===== src/rtl/alu_uart_pkg.sv =====
// Shared definitions for the ALU/UART command and response path.
// Covers the response FSM states, frame lengths and the byte selection helper.
package alu_uart_pkg;

  typedef enum logic [1:0] {
    ST_IDLE,
    ST_START,
    ST_WAIT_HI,
    ST_WAIT_LO
  } tx_state_e;

  localparam int unsigned RESP_BYTES_W_FLAGS  = 3;
  localparam int unsigned RESP_BYTES_NO_FLAGS = 2;
  localparam int unsigned FLAGS_PAD_W         = 3;

  typedef struct packed {
    logic [15:0] result;
    logic [4:0]  flags;
  } resp_t;

  // Response frame order: result low byte, result high byte, padded flags.
  function automatic logic [7:0] resp_byte(input resp_t r, input logic [1:0] idx);
    logic [7:0] b;
    case (idx)
      2'd0:    b = r.result[7:0];
      2'd1:    b = r.result[15:8];
      default: b = {{FLAGS_PAD_W{1'b0}}, r.flags};
    endcase
    return b;
  endfunction

endpackage


===== src/rtl/alu_result_tx.sv =====
// Serialises captured ALU result/flags into a 2- or 3-byte response frame
// over the uart_basic tx_start/tx_data/tx_busy handshake, with a one-deep request slot.
module alu_result_tx
  import alu_uart_pkg::*;
#(
  parameter int WIDTH      = 16,
  parameter bit SEND_FLAGS = 1'b1
) (
  input  logic             clk,
  input  logic             reset,
  input  logic             send_result,
  input  logic [WIDTH-1:0] alu_out,
  input  logic [4:0]       alu_flags,
  input  logic             tx_busy,
  output logic             tx_start,
  output logic [7:0]       tx_data,
  output logic             busy,
  output logic             overrun
);

  localparam logic [1:0] LAST_IDX = SEND_FLAGS ? 2'(RESP_BYTES_W_FLAGS - 1)
                                               : 2'(RESP_BYTES_NO_FLAGS - 1);

  tx_state_e  state, state_n;
  logic [1:0] idx, idx_n;
  resp_t      shadow, pend, incoming;
  logic       pend_valid;

  logic cap_active, cap_pend, pop_pend, drop, fire;

  assign incoming = '{result: alu_out, flags: alu_flags};
  assign busy     = (state != ST_IDLE) || pend_valid;

  always_comb begin
    state_n    = state;
    idx_n      = idx;
    cap_active = 1'b0;
    cap_pend   = 1'b0;
    pop_pend   = 1'b0;
    drop       = 1'b0;
    fire       = 1'b0;

    case (state)
      ST_IDLE: begin
        // A waiting slot is older than a fresh request, so it goes first and
        // the fresh request refills the slot being vacated.
        if (pend_valid) begin
          pop_pend = 1'b1;
          cap_pend = send_result;
          idx_n    = 2'd0;
          state_n  = ST_START;
        end else if (send_result) begin
          cap_active = 1'b1;
          idx_n      = 2'd0;
          state_n    = ST_START;
        end
      end
      ST_START: begin
        if (!tx_busy) begin
          fire    = 1'b1;
          state_n = ST_WAIT_HI;
        end
      end
      ST_WAIT_HI: begin
        if (tx_busy) state_n = ST_WAIT_LO;
      end
      ST_WAIT_LO: begin
        if (!tx_busy) begin
          if (idx == LAST_IDX) begin
            state_n = ST_IDLE;
          end else begin
            idx_n   = idx + 2'd1;
            state_n = ST_START;
          end
        end
      end
      default: state_n = ST_IDLE;
    endcase

    if (state != ST_IDLE && send_result) begin
      if (pend_valid) drop     = 1'b1;
      else            cap_pend = 1'b1;
    end
  end

  always_ff @(posedge clk) begin
    if (reset) begin
      state      <= ST_IDLE;
      idx        <= 2'd0;
      shadow     <= '0;
      pend       <= '0;
      pend_valid <= 1'b0;
      overrun    <= 1'b0;
      tx_start   <= 1'b0;
      tx_data    <= 8'h00;
    end else begin
      state    <= state_n;
      idx      <= idx_n;
      tx_start <= fire;
      if (fire)       tx_data <= resp_byte(shadow, idx);
      if (cap_active) shadow  <= incoming;
      else if (pop_pend) shadow <= pend;
      if (cap_pend) begin
        pend       <= incoming;
        pend_valid <= 1'b1;
      end else if (pop_pend) begin
        pend_valid <= 1'b0;
      end
      if (drop) overrun <= 1'b1;
    end
  end

endmodule


===== config.mk =====
export PLATFORM = sky130hd
export DESIGN_NAME = alu_result_tx
export DESIGN_NICKNAME = d
export VERILOG_FILES = /design/src/rtl/alu_uart_pkg.sv /design/src/rtl/alu_result_tx.sv
export SDC_FILE = /design/constraint.sdc
export NUM_CORES = 1
export LEC_CHECK = 0
export BUFFER_PORTS_ARGS = -buffer_cell sky130_fd_sc_hd__buf_2
export CAP_MARGIN = 15
export CELL_PAD_IN_SITES_DETAIL_PLACEMENT = 0
export CELL_PAD_IN_SITES_GLOBAL_PLACEMENT = 1
export CORE_ASPECT_RATIO = 0.9
export CORE_MARGIN = 3
export CORE_UTILIZATION = 35
export DETAILED_ROUTE_END_ITERATION = 10
export PLACE_DENSITY = 0.68
export SYNTH_ARGS = -nofsm -noshare
export SYNTH_HDL_FRONTEND = slang
export SYNTH_SLANG_ARGS = --single-unit

===== constraint.sdc =====
create_clock -name clk -period 2.3 [get_ports clk]
set_clock_uncertainty 0.15 [all_clocks]
set_input_delay 0.23 -clock clk [delete_from_list [all_inputs] [get_ports clk]]
set_output_delay 0.23 -clock clk [all_outputs]
set_load 0.02 [all_outputs]

Yosys cells after proc, flatten, opt, wreduce, memory -nomap -nowiden
Index checks and enable logic that the tools add are counted.
{"block": "classes", "add_sub_neg": 1, "n_eq_ne": 10, "mux": 29, "n_reduce_logical": 10}
{"operator": "$mux W21", "n": 2}
{"operator": "$mux W2", "n": 9}
{"operator": "$pmux W8 S2", "n": 1}
{"operator": "$mux W1", "n": 15}
{"operator": "$ne A2 B2 Y1 const B", "n": 4}
{"operator": "$pmux W2 S4", "n": 1}
{"operator": "$reduce_and A4 Y1", "n": 2}
{"operator": "$reduce_bool A2 Y1", "n": 4}
{"operator": "$eq A2 B2 Y1 const B", "n": 3}
{"operator": "$eq A2 B1 Y1 const B", "n": 2}
{"operator": "$logic_not A2 Y1", "n": 2}
{"operator": "$pmux W2 S2", "n": 1}
{"operator": "$ne A3 B3 Y1 const B", "n": 1}
{"operator": "$add A2 B1 Y2 const B", "n": 1}
{"operator": "$logic_and A1 B1 Y1", "n": 1}
{"operator": "$logic_or A1 B1 Y1", "n": 1}
{"block": "word_totals", "regBits": 57, "input_bits": 25, "out_inout_bits": 11}

Longest topological paths before layout
Gate-level depths: netlist of run 1.
{"block": "depth", "word_depth": 5, "depth_mapped": 7, "mapped_depth_nobuf": 6}

Worst setup path before layout of run 1
Ideal clock, no wire load.
{"block": "synth_timing", "path_kind": "reg2reg", "start": "register state[0]", "end": "register idx[0]", "arrival_ps": 1353, "required_time_ps": 2017, "setup_slack_ps": 665, "stages_incl_launch_ff": 6, "n_path_buf": 0, "path_cell_list": "dfxtp_1 -> inv_1 -> ha_1 -> or3b_2 -> nand4_1 -> a31oi_1"}
{"block": "synth_between", "elab_chain_len": 3, "elab_cells_between_ends": 8}
{"element": "start: declaration", "line_no": "alu_result_tx.sv:24", "source": "tx_state_e state, state_n;"}
{"element": "start signal: assignment", "line_no": "alu_result_tx.sv:97", "source": "state <= state_n;"}
{"element": "$eq A2 B2 Y1 or $logic_not A2 Y1 (tied branches)", "line_no": "alu_result_tx.sv:43", "source": "case (state)"}
{"element": "$ne A2 B2 Y1 (no source line) (tied with other cells)"}
{"element": "$reduce_and A4 Y1 (no source line)"}
{"element": "end signal: assignment", "line_no": "alu_result_tx.sv:98", "source": "idx <= idx_n;"}
{"element": "end: declaration", "line_no": "alu_result_tx.sv:25", "source": "logic [1:0] idx, idx_n;"}
Several ways; a longest one is shown, not always the timed one.
A chain may end at the register's enable or synchronous reset.

Final worst setup path of run 1
{"block": "layout_timing", "start": "register state[0]", "end": "output busy"}
{"block": "layout_between", "elab_chain_len": 2}
{"element": "$reduce_bool A2 Y1", "line_no": "alu_result_tx.sv:32", "source": "assign busy = (state != ST_IDLE) || pend_valid;"}
{"element": "$logic_or A1 B1 Y1", "line_no": "alu_result_tx.sv:32"}
{"element": "end: declaration", "line_no": "alu_result_tx.sv:17", "source": "output logic busy,"}
Every way passes these cells.

==> flow_metrics.env, run 1 <==
export IMPL_post_route_min_period_ps=2150
export IMPL_design_die_area_mm2=0.008409
export IMPL_route_detailed_drc=0
export IMPL_synth_area_mm2=0.002570
export IMPL_register_area_mm2=0.001141
export IMPL_finalSetupViolCount=0
export IMPL_antenna_violations_before_repair=0
export IMPL_count_of_flip_flops_with_a_built_in_enable_after_synthesis=0
export IMPL_cp_start_kind="flop"
export IMPL_flip_flop_and_latch_count_after_synthesis=57
export IMPL_initial_utilization_pct=37.62
export IMPL_gr_total_overflow=0
export IMPL_ys_warnings_count=0
export IMPL_ys_top_cells_by_area="sky130_fd_sc_hd__dfxtp_1 (44%), sky130_fd_sc_hd__a21oi_1 (9.0%), sky130_fd_sc_hd__a22oi_1 (8.5%)"
export IMPL_grt_pass1_vias=2146
export IMPL_ys_flop_type="sky130_fd_sc_hd__dfxtp_1"
export IMPL_cts_tree="done"
export IMPL_post_cts_setup_buffer_count=0
export IMPL_clock_root_buffer="sky130_fd_sc_hd__clkbuf_8"
export IMPL_worstSkewPairLatency_ps=330
export IMPL_syn_nets=327
export IMPL_worst_slew_margin_rel_pct=46.20
export IMPL_detailed_place_area_mm2=0.002800
export IMPL_worstPathArrival_ps=1770
export IMPL_antenna_cells_inserted=0
export IMPL_run_status="complete, no violations"
export IMPL_firstDrtPassIters=4
export IMPL_total_leakage_power_nw=1.129
export IMPL_power_density_mw_per_mm2=1176
export IMPL_worst_hold_startpoint="alu_out[1]"
export IMPL_hold_viol_final=0
export IMPL_syn_inst=294
export IMPL_clkTransAtPathRegs_ps=60
export IMPL_clock_path_buffers=2
export IMPL_synth_top_cell_area_share_pct=44.40
export IMPL_post_route_cells_drive_above_1_share_pct=19.09
export IMPL_finalInstanceArea_mm2=0.003042
export IMPL_report_final_slew_viol_count=0
export IMPL_cts_made_buffers=9
export IMPL_std_cell_rows=28
export IMPL_place_port_buffers=35
export IMPL_grt_usage_pct=17.65
export IMPL_dp_wirelength_um=4461
export IMPL_max_cap_violations=0
export IMPL_unrepaired_setup_endpoints_after_global_routing="false"
export IMPL_finalNetCount=359
export IMPL_worstPathRequired_ps=1920
export IMPL_postSynth_asyncResetShare_pct=0
export IMPL_ir_drop_mv=0.6076
export IMPL_io_pin_count=36
export IMPL_whs_ps=16.75
export IMPL_postRouteWirelength_um=6908
export IMPL_distinct_cell_type_count_after_synthesis=32
export IMPL_synthToLayoutAreaGrowth_pct=18.35
export IMPL_timing_final_crit_share_pct=93.50
export IMPL_timing_rr_start="state[0]"
export IMPL_avgViaCountPerCell=5.498
export IMPL_htreeDepth=3
export IMPL_grt_first_pass_wirelength_um=11300
export IMPL_crit_path_end_kind="output port"
export IMPL_cell_depth_of_the_worst_min_delay_path=3
export IMPL_core_footprint_mm2=0.006832
export IMPL_yosysTopAreaCell="sky130_fd_sc_hd__dfxtp_1"
export IMPL_achievable_frequency_ghz=0.4650
export IMPL_num_fill_cells=717
export IMPL_hold_path_class="in2reg"
export IMPL_routed_wire_length_per_instance_um=16.45
export IMPL_timing_setup_tns_ps=0
export IMPL_largest_net_degree_at_the_start_of_global_routing=49
export IMPL_crit_path_kind="reg2out"
export IMPL_actual_transition_at_the_worst_max_transition_pin_ps=807.0
export IMPL_r2r_worst_path_cells=5
export IMPL_postRouteAntennaNets=0
export IMPL_syn_mean_instance_area_um2=8.741
export IMPL_drt_initial_drc_count=202
export IMPL_startpoint="state[0]"
export IMPL_die_width_um=96.33
export IMPL_clock_sinks=57
export IMPL_floorplan_die_height_um=87.30
export IMPL_register_area_share_after_synthesis_pct=44.40
export IMPL_footprint_of_the_multi_input_gates_mm2=0.001262
export IMPL_gpl_final_weighted_congestion=0.7540
export IMPL_critical_path_maximum_fanout=7
export IMPL_route_vias_total=2309
layer usage:
metal,vias to the layer above,routed length (um),GRT usage [%]
met2,79,2936,23.26
li1,1174,-,-
met3,2,448,5.877
met5,-,0,0
met4,0,29,3.822
met1,1054,3494,27.34
logic make-up (layout without fill, tap and decap cells):
kind of cell	Yosys count	in the layout	synth area share, %
and+or+nand+nor	73	73	15.77
muxes	1	1	0.5841
DFF	57	57	44.40
AOI/OAI and AO/OA	117	117	28.87
buffers and inverters	38	74	6.475
adders and majority gates	8	8	3.895
cells in the mapped netlist (6+ instances only):
cell,instances
sky130_fd_sc_hd__a21oi_1,46
sky130_fd_sc_hd__dfxtp_1,57
sky130_fd_sc_hd__inv_1,7
sky130_fd_sc_hd__clkbuf_1,13
sky130_fd_sc_hd__ha_1,8
sky130_fd_sc_hd__nand3_1,22
sky130_fd_sc_hd__nand4_1,22
sky130_fd_sc_hd__o31ai_1,22
sky130_fd_sc_hd__a22oi_1,29
sky130_fd_sc_hd__o21ai_0,7
sky130_fd_sc_hd__a31oi_1,6
sky130_fd_sc_hd__buf_2,15
sky130_fd_sc_hd__nand2_1,6
sky130_fd_sc_hd__nor2_1,8
path summary, 6_finish.rpt:
path	endpoint	slack (ps)
setup / recovery	busy	150
hold / removal	pend[6]	20
setup reg to reg	shadow[3]	230
hold reg to reg	shadow[10]	320
per-stage QoR:
step / instances / util (%) / power (mW) / worst slack [ps]
floorplan: 294 / - / 2.335 / 664.5
global placement: 399 / 40.99 / 2.721 / 345.4
detailed placement: 399 / 40.99 / 2.738 / 285.7
CTS: 419 / 44.38 / 3.601 / 135.8
global route: 420 / 44.52 / 3.836 / 12.68
finish: 420 / 44.52 / 3.576 / 149.5
state kept, by name, indices dropped and copies added, names as in the netlist:
register,count
idx,2
overrun,1
pend,21
pend_valid,1
shadow,21
state,2
tx_data,8
tx_start,1
worst max-delay path, cell delays in order (launching register included):
cell and delay (ps):
sky130_fd_sc_hd__dfxtp_1 370, sky130_fd_sc_hd__inv_1 120, sky130_fd_sc_hd__ha_1 250, sky130_fd_sc_hd__nor2b_1 160
sky130_fd_sc_hd__inv_1 200, sky130_fd_sc_hd__buf_4 190, sky130_fd_sc_hd__buf_2 160
power breakdown:
| part | total [mW] | leakage (nW) | internal [mW] | switching, mW |
|---|---|---|---|---|
| combinational | 1.37 | 0.572 | 0.487 | 0.885 |
| sequential | 1.35 | 0.466 | 1.22 | 0.133 |
| clock | 0.851 | 0.0915 | 0.472 | 0.380 |
| total | 3.58 | 1.13 | 2.18 | 1.40 |
cell type report:
type | instances | area share [%]
Clock buffer | 13 | 5.553
Clock inverter | 2 | 0.4114
Inverter | 7 | 0.8638
Multi-Input combinational cell | 199 | 41.51
Sequential cell | 57 | 37.52
Tap cell | 90 | 3.702
Timing Repair Buffer | 52 | 10.45
layout by cell type, fill, tap and decap left out:
| cell type | Yosys | layout |
|---|---|---|
| sky130_fd_sc_hd__a211oi_1 | 3 | 3 |
| sky130_fd_sc_hd__o31ai_1 | 22 | 22 |
| sky130_fd_sc_hd__and3b_1 | 1 | 1 |
| sky130_fd_sc_hd__dlygate4sd3_1 | 0 | 6 |
| sky130_fd_sc_hd__clkinvlp_4 | 0 | 1 |
| sky130_fd_sc_hd__inv_1 | 7 | 7 |
| sky130_fd_sc_hd__o21a_1 | 1 | 1 |
| sky130_fd_sc_hd__nand3b_1 | 2 | 2 |
| sky130_fd_sc_hd__a31oi_1 | 6 | 6 |
| sky130_fd_sc_hd__nand2_1 | 6 | 6 |
| sky130_fd_sc_hd__clkinv_2 | 0 | 1 |
| sky130_fd_sc_hd__or3b_2 | 1 | 1 |
| sky130_fd_sc_hd__or3_1 | 1 | 1 |
| sky130_fd_sc_hd__nor2_1 | 8 | 8 |
| sky130_fd_sc_hd__nand2b_1 | 2 | 2 |
| sky130_fd_sc_hd__o21ai_0 | 7 | 7 |
| sky130_fd_sc_hd__nand4b_1 | 1 | 1 |
| sky130_fd_sc_hd__dfxtp_1 | 57 | 57 |
| sky130_fd_sc_hd__o211ai_1 | 1 | 1 |
| sky130_fd_sc_hd__nand4_1 | 22 | 22 |
| sky130_fd_sc_hd__a21oi_1 | 46 | 46 |
| sky130_fd_sc_hd__o21ba_2 | 1 | 1 |
| sky130_fd_sc_hd__buf_2 | 15 | 35 |
| sky130_fd_sc_hd__o41ai_1 | 1 | 1 |
| sky130_fd_sc_hd__and2_1 | 2 | 2 |
| sky130_fd_sc_hd__ha_1 | 8 | 8 |
| sky130_fd_sc_hd__clkbuf_8 | 0 | 12 |
| sky130_fd_sc_hd__nor2b_1 | 4 | 4 |
| sky130_fd_sc_hd__nand3_1 | 22 | 22 |
| sky130_fd_sc_hd__a22oi_1 | 29 | 29 |
| sky130_fd_sc_hd__mux2_4 | 1 | 1 |
| sky130_fd_sc_hd__nor3b_1 | 1 | 1 |
| sky130_fd_sc_hd__clkbuf_1 | 13 | 1 |
| sky130_fd_sc_hd__buf_4 | 1 | 11 |
timing repair:
action | in CTS | in global routing
setup endpoints to repair | 0 | 0
endpoints found under the hold margin | 6 | 1
resized for setup | 0 | 0
hold buffers | 5 | 1
Note: power is estimated with default switching activity, not from simulation.
==> run 2, diff against run 1 <==
--- a/config.mk
+++ b/config.mk
@@ -11,9 +11,9 @@
 export CELL_PAD_IN_SITES_GLOBAL_PLACEMENT = 1
 export CORE_ASPECT_RATIO = 0.9
 export CORE_MARGIN = 3
-export CORE_UTILIZATION = 35
+export CORE_UTILIZATION = 43
 export DETAILED_ROUTE_END_ITERATION = 10
-export PLACE_DENSITY = 0.68
+export PLACE_DENSITY = 0.8
 export SYNTH_ARGS = -nofsm -noshare
 export SYNTH_HDL_FRONTEND = slang
 export SYNTH_SLANG_ARGS = --single-unit
==> flow_metrics.env, run 2 (synthesis gave the netlist of run 1 again) <==
export IMPL_run_status="complete, no violations"
export IMPL_largest_net_degree_at_the_start_of_global_routing=48
export IMPL_floorplan_die_height_um=79.34
export IMPL_worstPathArrival_ps=1770
export IMPL_dp_wirelength_um=4422
export IMPL_gpl_final_weighted_congestion=0.7713
export IMPL_postRouteWirelength_um=6891
export IMPL_finalNetCount=364
export IMPL_initial_utilization_pct=44.89
export IMPL_crit_path_kind="reg2out"
export IMPL_synthToLayoutAreaGrowth_pct=19.33
export IMPL_postRouteAntennaNets=0
export IMPL_firstDrtPassIters=4
export IMPL_finalSetupViolCount=0
export IMPL_worstPathRequired_ps=1920
export IMPL_route_detailed_drc=0
export IMPL_cts_made_buffers=9
export IMPL_worstSkewPairLatency_ps=330
export IMPL_max_cap_violations=0
export IMPL_place_port_buffers=35
export IMPL_num_fill_cells=581
export IMPL_report_final_slew_viol_count=0
export IMPL_setup_reg_to_reg_worst_slack_ps=320
export IMPL_unrepaired_setup_endpoints_after_global_routing="false"
export IMPL_power_density_mw_per_mm2=1198
export IMPL_cell_depth_of_the_worst_min_delay_path=3
export IMPL_gr_total_overflow=0
export IMPL_r2r_worst_path_cells=5
export IMPL_die_width_um=87.49
export IMPL_hold_viol_final=0
export IMPL_final_common_cell="sky130_fd_sc_hd__dfxtp_1"
export IMPL_antenna_violations_before_repair=0
export IMPL_drt_initial_drc_count=237
export IMPL_fin_util_pct=53.56
export IMPL_actual_transition_at_the_worst_max_transition_pin_ps=797.6
export IMPL_biggestRegsByFlops="pend: 21 flops, shadow: 21 flops, tx_data: 8 flops"
export IMPL_finalInstanceArea_mm2=0.003067
export IMPL_grt_usage_pct=21.36
export IMPL_achievable_frequency_ghz=0.4644
export IMPL_timing_setup_tns_ps=0
export IMPL_cts_tree="done"
export IMPL_timing_final_crit_share_pct=93.62
export IMPL_hold_path_class="in2reg"
export IMPL_io_pin_count=36
export IMPL_hold_path_endpoint="pend[14]"
export IMPL_cp_start_kind="flop"
export IMPL_worst_slew_margin_rel_pct=46.83
export IMPL_htreeDepth=3
export IMPL_post_route_min_period_ps=2153
export IMPL_clock_sinks=57
export IMPL_post_layout_nonfiller_instances=406
export IMPL_dp_slack_ps=346.7
export IMPL_timing_rr_start="state[0]"
export IMPL_core_footprint_mm2=0.005725
export IMPL_final_setup_worst_slack_ps=146.8
export IMPL_design_die_area_mm2=0.006941
export IMPL_clock_root_buffer="sky130_fd_sc_hd__clkbuf_8"
export IMPL_layout_cells_most_common_list="sky130_fd_sc_hd__dfxtp_1 (57), sky130_fd_sc_hd__a21oi_1 (46), sky130_fd_sc_hd__buf_2 (35)"
export IMPL_routed_wire_length_per_instance_um=16.97
export IMPL_crit_reg2reg_capture="shadow[1]"
export IMPL_grt_first_pass_wirelength_um=11530
export IMPL_antenna_cells_inserted=0
export IMPL_std_cell_rows=26
export IMPL_grt_pass1_vias=2243
export IMPL_worst_hold_startpoint="alu_out[9]"
export IMPL_total_leakage_power_nw=1.159
export IMPL_ir_drop_mv=0.6951
export IMPL_crit_path_end_kind="output port"
export IMPL_clkTransAtPathRegs_ps=60
export IMPL_clock_path_buffers=2
export IMPL_route_vias_total=2396
export IMPL_detailed_place_area_mm2=0.002798
export IMPL_post_route_cells_drive_above_1_share_pct=19.35
export IMPL_critical_path_maximum_fanout=10
export IMPL_post_cts_setup_buffer_count=0
export IMPL_placed_instances=382
export IMPL_avgViaCountPerCell=5.901
==> run 2: cell count changes in the layout (fill, tap and decap cells not counted) <==
cell | previous run | this run
sky130_fd_sc_hd__bufinv_16 | 0 | 1
sky130_fd_sc_hd__clkinvlp_4 | 1 | 0
sky130_fd_sc_hd__dlygate4sd3_1 | 6 | 8
sky130_fd_sc_hd__clkbuf_8 | 12 | 10
sky130_fd_sc_hd__buf_4 | 11 | 14
sky130_fd_sc_hd__clkbuf_1 | 1 | 3
sky130_fd_sc_hd__clkinv_2 | 1 | 2
==> run 2: worst max-delay path by stage <==
stage,end,slack [ps],startpoint,cells past startpoint
floorplan,idx[0],660,state[0],5
global placement,shadow[3],420,state[0],5
detailed placement,shadow[1],350,state[0],5
CTS,busy,140,state[0],5
global route,busy,40,state[0],5
finish,busy,150,state[0],5
==> run 2: per-stage QoR <==
stage / hold WS (ps) / power, mW
floorplan: 230.0 / 2.335
global placement: 305.2 / 2.745
detailed placement: 312.0 / 2.761
CTS: 1.388 / 3.676
global route: 14.64 / 3.914
finish: 9.438 / 3.673
==> run 2: power breakdown <==
part	switching, mW	internal, mW	leakage (nW)	total, mW
clock network	0.380	0.527	0.0974	0.908
logic	0.886	0.513	0.596	1.40
registers	0.145	1.22	0.466	1.37
total	1.41	2.26	1.16	3.67
==> run 2: timing repair <==
item,4_1_cts,5_1_grt
resized for setup,0,0
hold buffers,7,1
hold endpoints to repair,9,1
==> run 2: cell type report <==
| cell class | instances | area [um2] | share of cell area (%) |
|---|---|---|---|
| inverters | 7 | 26.28 | 0.8568 |
| clock inverters | 3 | 40.04 | 1.306 |
| multi-input cells | 199 | 1262 | 41.17 |
| well taps | 70 | 87.58 | 2.856 |
| flip-flops and latches | 57 | 1141 | 37.21 |
| repair buffers | 57 | 360.3 | 11.75 |
| clock buffers | 13 | 148.9 | 4.855 |
==> run 2: worst max-delay path: stages (launching register included) <==
cell and delay (ps):
sky130_fd_sc_hd__dfxtp_1 380, sky130_fd_sc_hd__inv_1 130, sky130_fd_sc_hd__ha_1 260, sky130_fd_sc_hd__nor2b_1 150
sky130_fd_sc_hd__inv_1 280, sky130_fd_sc_hd__buf_2 240
==> run 2: routing by layer <==
| metal | wire length (um) | GRT usage [%] | vias up |
|---|---|---|---|
| met2 | 3047 | 31.17 | 72 |
| li1 | - | - | 1187 |
| met3 | 435 | 6.743 | 3 |
| met4 | 25 | 4.294 | 0 |
| met1 | 3383 | 30.81 | 1134 |
| met5 | 0 | 0 | - |
